<file path="config.mk">
export PLATFORM = sky130hd
export DESIGN_NAME = keypad_scanner
export DESIGN_NICKNAME = d
export VERILOG_FILES = /design/src/rtl/keypad_scanner.sv
export SDC_FILE = /design/constraint.sdc
export NUM_CORES = 1
export LEC_CHECK = 0
export CORE_ASPECT_RATIO = 0.75
export CORE_UTILIZATION = 40
export CTS_CLUSTER_SIZE = 30
export DETAILED_ROUTE_END_ITERATION = 12
export SETUP_SLACK_MARGIN = 0.15
export SYNTH_ARGS = -nofsm -noshare
export SYNTH_HDL_FRONTEND = slang
export SYNTH_SLANG_ARGS = --single-unit
</file>
<file path="constraint.sdc">
create_clock -name clk -period 2.4 [get_ports clk]
set_input_delay 0.48 -clock clk [delete_from_list [all_inputs] [get_ports clk]]
set_output_delay 0.48 -clock clk [all_outputs]
set_load 0.05 [all_outputs]
</file>
<file path="src/rtl/keypad_scanner.sv">
// 4x4 matrix keypad scanner: row drive, column synchroniser, debounce and
// key-code encoding with a registered kbEN strobe per accepted press.
//
// state      | meaning
// S_SCAN     | step through rows, sample columns on last dwell clock
// S_DEBOUNCE | row held, candidate column must stay low DEBOUNCE clocks
// S_PULSE    | pressedkey loaded, kbEN asserted for KBEN_CYCLES clocks
// S_RELEASE  | row held, wait for all columns high DEBOUNCE clocks
module keypad_scanner #(
    parameter int SCAN_DIV    = 1200,
    parameter int DEBOUNCE    = 60000,
    parameter int KBEN_CYCLES = 4
) (
    input  logic       clk,
    input  logic       reset,
    input  logic [3:0] cols,
    output logic [3:0] rows,
    output logic [3:0] pressedkey,
    output logic       kbEN
);

    localparam int MAX_A = (SCAN_DIV > DEBOUNCE) ? SCAN_DIV : DEBOUNCE;
    localparam int MAX_P = (MAX_A > KBEN_CYCLES) ? MAX_A : KBEN_CYCLES;
    localparam int CW    = $clog2(MAX_P + 1);

    localparam logic [CW-1:0] SCAN_TC  = CW'(SCAN_DIV - 1);
    localparam logic [CW-1:0] DEB_TC   = CW'(DEBOUNCE - 1);
    localparam logic [CW-1:0] PULSE_TC = CW'(KBEN_CYCLES - 1);
    localparam logic [CW-1:0] CNT_ONE  = CW'(1);

    typedef enum logic [1:0] {
        S_SCAN,
        S_DEBOUNCE,
        S_PULSE,
        S_RELEASE
    } state_t;

    state_t        state, state_nx;
    logic [CW-1:0] cnt, cnt_nx;
    logic [1:0]    row, row_nx;
    logic [1:0]    col, col_nx;
    logic [3:0]    key_nx;
    logic [3:0]    sync1, scols;
    logic [3:0]    cand_pat;
    logic          single_low;
    logic [1:0]    low_col;

    function automatic logic [3:0] key_code(input logic [1:0] r, input logic [1:0] c);
        logic [3:0] code;
        case ({r, c})
            4'h0: code = 4'd1;
            4'h1: code = 4'd2;
            4'h2: code = 4'd3;
            4'h3: code = 4'd12;
            4'h4: code = 4'd4;
            4'h5: code = 4'd5;
            4'h6: code = 4'd6;
            4'h7: code = 4'd13;
            4'h8: code = 4'd7;
            4'h9: code = 4'd8;
            4'hA: code = 4'd9;
            4'hB: code = 4'd14;
            4'hC: code = 4'd11;
            4'hD: code = 4'd0;
            4'hE: code = 4'd10;
            default: code = 4'd15;
        endcase
        return code;
    endfunction

    always_ff @(posedge clk or negedge reset) begin
        if (!reset) begin
            sync1 <= 4'b1111;
            scols <= 4'b1111;
        end else begin
            sync1 <= cols;
            scols <= sync1;
        end
    end

    // Only a pattern with exactly one low column is a valid candidate.
    always_comb begin
        single_low = 1'b1;
        low_col    = 2'd0;
        case (scols)
            4'b1110: low_col = 2'd0;
            4'b1101: low_col = 2'd1;
            4'b1011: low_col = 2'd2;
            4'b0111: low_col = 2'd3;
            default: single_low = 1'b0;
        endcase
    end

    assign cand_pat = ~(4'b0001 << col);

    always_comb begin
        state_nx = state;
        cnt_nx   = cnt;
        row_nx   = row;
        col_nx   = col;
        key_nx   = pressedkey;
        case (state)
            S_SCAN: begin
                if (cnt == SCAN_TC) begin
                    cnt_nx = '0;
                    if (single_low) begin
                        col_nx   = low_col;
                        state_nx = S_DEBOUNCE;
                    end else begin
                        row_nx = row + 2'd1;
                    end
                end else begin
                    cnt_nx = cnt + CNT_ONE;
                end
            end
            S_DEBOUNCE: begin
                if (scols != cand_pat) begin
                    state_nx = S_SCAN;
                    row_nx   = row + 2'd1;
                    cnt_nx   = '0;
                end else if (cnt == DEB_TC) begin
                    key_nx   = key_code(row, col);
                    state_nx = S_PULSE;
                    cnt_nx   = '0;
                end else begin
                    cnt_nx = cnt + CNT_ONE;
                end
            end
            S_PULSE: begin
                if (cnt == PULSE_TC) begin
                    state_nx = S_RELEASE;
                    cnt_nx   = '0;
                end else begin
                    cnt_nx = cnt + CNT_ONE;
                end
            end
            S_RELEASE: begin
                if (scols != 4'b1111) begin
                    cnt_nx = '0;
                end else if (cnt == DEB_TC) begin
                    state_nx = S_SCAN;
                    row_nx   = row + 2'd1;
                    cnt_nx   = '0;
                end else begin
                    cnt_nx = cnt + CNT_ONE;
                end
            end
            default: begin
                state_nx = S_SCAN;
                cnt_nx   = '0;
            end
        endcase
    end

    // kbEN lags the PULSE state by one clock so pressedkey leads it by a cycle.
    always_ff @(posedge clk or negedge reset) begin
        if (!reset) begin
            state      <= S_SCAN;
            cnt        <= '0;
            row        <= 2'd0;
            col        <= 2'd0;
            rows       <= 4'b1110;
            pressedkey <= 4'd0;
            kbEN       <= 1'b0;
        end else begin
            state      <= state_nx;
            cnt        <= cnt_nx;
            row        <= row_nx;
            col        <= col_nx;
            rows       <= ~(4'b0001 << row_nx);
            pressedkey <= key_nx;
            kbEN       <= (state == S_PULSE);
        end
    end

endmodule

</file>
==> metrics.md <==
| Metric | Value |
|---|---|
| Max-Cap Viols | `0` |
| Total clock sinks | `39` |
| Synth top area share | `33.49%` |
| Number of synthesized flops with an enable pin | `0` |
| Peak VDD IR | `0.2603 mV` |
| Ys async rst share | `100.0%` |
| Die ar. | `5526 µm²` |
| Setup crit end kind | `flip-flop` |
| Synthesized instance count | `roughly 200` |
| CTS tree | `done` |
| M1 GR Usage | `between 20% and 30%` |
| H-Tree Depth | `2` |
| Number of synthesis warnings | `0` |
| Most used routing layer | `met1` |
| 1st-iter DRT viols | `120` |
| RSZ-0062 raised after global routing | `true` |
| Residual DRC | `0` |
| CP delay by family, top | `simple AND/OR/NAND/NOR gates` |
| TNS Setup | `0 ns` |
| Worst slew pin tran | `0.8397 ns` |
| Post-layout util | `52.02%` |
| N_diodes | `0` |
| Drt first pass iters | `4` |
| Num rows | `22` |
| Most used DFF post-synth | `dfrtp_1` |
| CP Data Arrival Time | `2.39 ns` |
| Met3 usage | `3.822%` |
| Detail Placement HPWL | `3039 µm` |
| Root Buffer | `clkbuf_8` |
| Chip height | `64.63 µm` |
| Via count | `1544` |
| Clock slew at reported path FFs | `0.08 ns` |
| WL/cell | `between 15 and 20 µm` |
| Data required, critical path | `2.57 ns` |
| Leading area contributor after synthesis | `dfrtp_1` |
| Distinct cells, synth | `51` |
| Deepest clock path buffer count | `2` |
| Final global-route overflow total | `0` |
| First-pass GRT wire length | `7452 µm` |
| Syn Nets | `207` |
| Max_slew headroom | `44.02%` |
| Routability cong. | `0.8367` |
| # setup viols final | `0` |
| Slowest stage delay, CP | `0.52 ns` |
| Initial antenna violation count | `0` |
| Core ar. | `4955 µm²` |
| Startpoint types | `flip-flop` |
| Worst Clk Skew | `0.009071 ns` |
| Hold WC Path Type | `input pin to asynchronous set/reset pin` |
| Cell area after synthesis | `~2100 µm²` |
| Post-synthesis sequential area ratio | `47.31%` |
| Final WL | `roughly 4300 µm` |
| Leak | `between 1 and 1.5 nW` |
| Outcome | `finished, final reports clean` |
| Yosys reg bits | `39` |
| Worst Path Max Fanout | `6` |
| Nets | `about 230` |
| I/O pin count | `15` |
| GRT met2 Usage | `25.00%` |
| CP Cell Sequence | `inv_2, ha_2, xnor2_2, or4_4, or3_4, mux2_4` |
| Overall Power | `approximately 1.3 mW` |
| IO Port Bufs | `14` |
| Syn Area/Cell | `10.67 µm²` |
| Min cycle time layout | `between 2 and 2.5 ns` |
| Leading cell type in the layout, fill and taps excluded | `dfrtp_1` |
| TritonCTS Buffers | `5` |
| Global Route Usage Sum | `17.40%` |
| Initial core utilization | `42.22%` |
| Fin. max-slew vios | `0` |
| Critical Path Slowest Stage Cell | `or4_4` |
| Buffers & Inverters on Critical Path | `1` |
| Synth area leaders | `dfrtp_1, dfstp_2, xnor2_1` |
| F_max | `0.4494 GHz` |
| Share of layout cells above drive strength 1 | `31.08%` |
| Synthesis-to-finish area growth | `23.21%` |
| Die width | `85.51 µm` |
| Crit path kind | `flip-flop to flip-flop` |
| Fin crit share | `92.72%` |
| Vias in the first global route | `1509` |
| Commonest non-fill, non-tap cells in the layout | `dfrtp_1, nor2_1, buf_4` |
| Pin count of the biggest net entering global routing | `40` |
| Vias per cell | `5.475` |
| Final ANT Viol Nets | `0` |
| Clock latency at the later pin of the worst-skew pair | `approximately 0.29 ns` |
| Fin. Hold Viols | `0` |
| PD cells | `496.9 nW/µm²` |
## layout make-up
cell class	instances	area [µm²]
inverter	2	7.507
fill	434	2377
multi-input combinational	143	1119
clock inverter	2	35.03
sequential	39	991.0
tap	60	75.07
clock buffer	6	82.58
timing repair buffer	30	267.8
## stage by stage
step	hold WS [ns]	setup slack [ns]	cell area [µm²]	instances
6_report	0.2957	0.1746	2577	282
5_1_grt	0.3659	0.1096	2577	282
4_1_cts	0.3333	0.1711	2466	280
3_5_place_dp	0.3478	0.01476	2328	271
3_3_place_gp	0.3495	0.08127	2328	271
2_1_floorplan	0.1844	0.1538	2101	196
## logic make-up (layout without fill, tap and decap cells)
logic type               count (synthesis)  count (layout)  share of synthesized area, %
AND/OR/NAND/NOR                         86              86                         22.61
flip-flops                              39              39                         47.31
XOR/XNOR                                21              21                         9.151
AO/OA/AOI/OAI                           20              20                         6.998
buffers and inverters                   14              40                         4.664
multiplexers                            11              11                         6.280
adder cells (fa/ha/maj)                  5               5                         2.990
## sequential cells by signal (all words and copies together), names as in the netlist, named ones only
name and count:
cnt 16, col 2, kbEN 1, pressedkey 4
row 2, rows 4, scols 4, state 1
sync1 4
## metal layers
layer	vias to the layer above	routed length [µm]
met5	-	0
met1	746	2176
met4	0	70
met2	51	1829
li1	740	-
met3	7	192
## cell usage after synthesis (all sizes together), types with 5 or more instances
cell   instances
dfrtp         28
xnor2         14
nor2          19
nand2         14
mux2           5
xor2           7
dfstp         11
nor3          10
mux2i          6
nand3          7
ha             5
nor2b          5
buf            8
nand4          7
o21ai          5
## final timing paths
kind | startpoint | to | slack [ns] | cells after the start
setup reg to reg | col[0] | pressedkey[1] | 0.17 | 6
max in group asynchronous | reset | col[0] | 1.52 | 1
setup / recovery | col[0] | pressedkey[1] | 0.17 | 6
min in group clk | sync1[3] | scols[3] | 0.36 | 0
hold reg to reg | sync1[3] | scols[3] | 0.36 | 0
hold / removal | reset | cnt[13] | 0.30 | 1
## power by group
| group | switching, mW | internal [mW] |
|---|---|---|
| Clock | 0.220 | 0.336 |
| Combinational | 0.0268 | 0.0195 |
| Sequential | 0.00789 | 0.670 |
| Total | 0.255 | 1.03 |
## what timing repair did
item | 4_1_cts | 5_1_grt
gates resized for setup | 4 | 18
endpoints found under the setup margin | 14 | 15
hold buffers | 0 | 0
cloned | 0 | 0
buffers inserted | 1 | 2
pin swaps | 1 | 1
No activity file was read; power rests on OpenSTA's default activity.
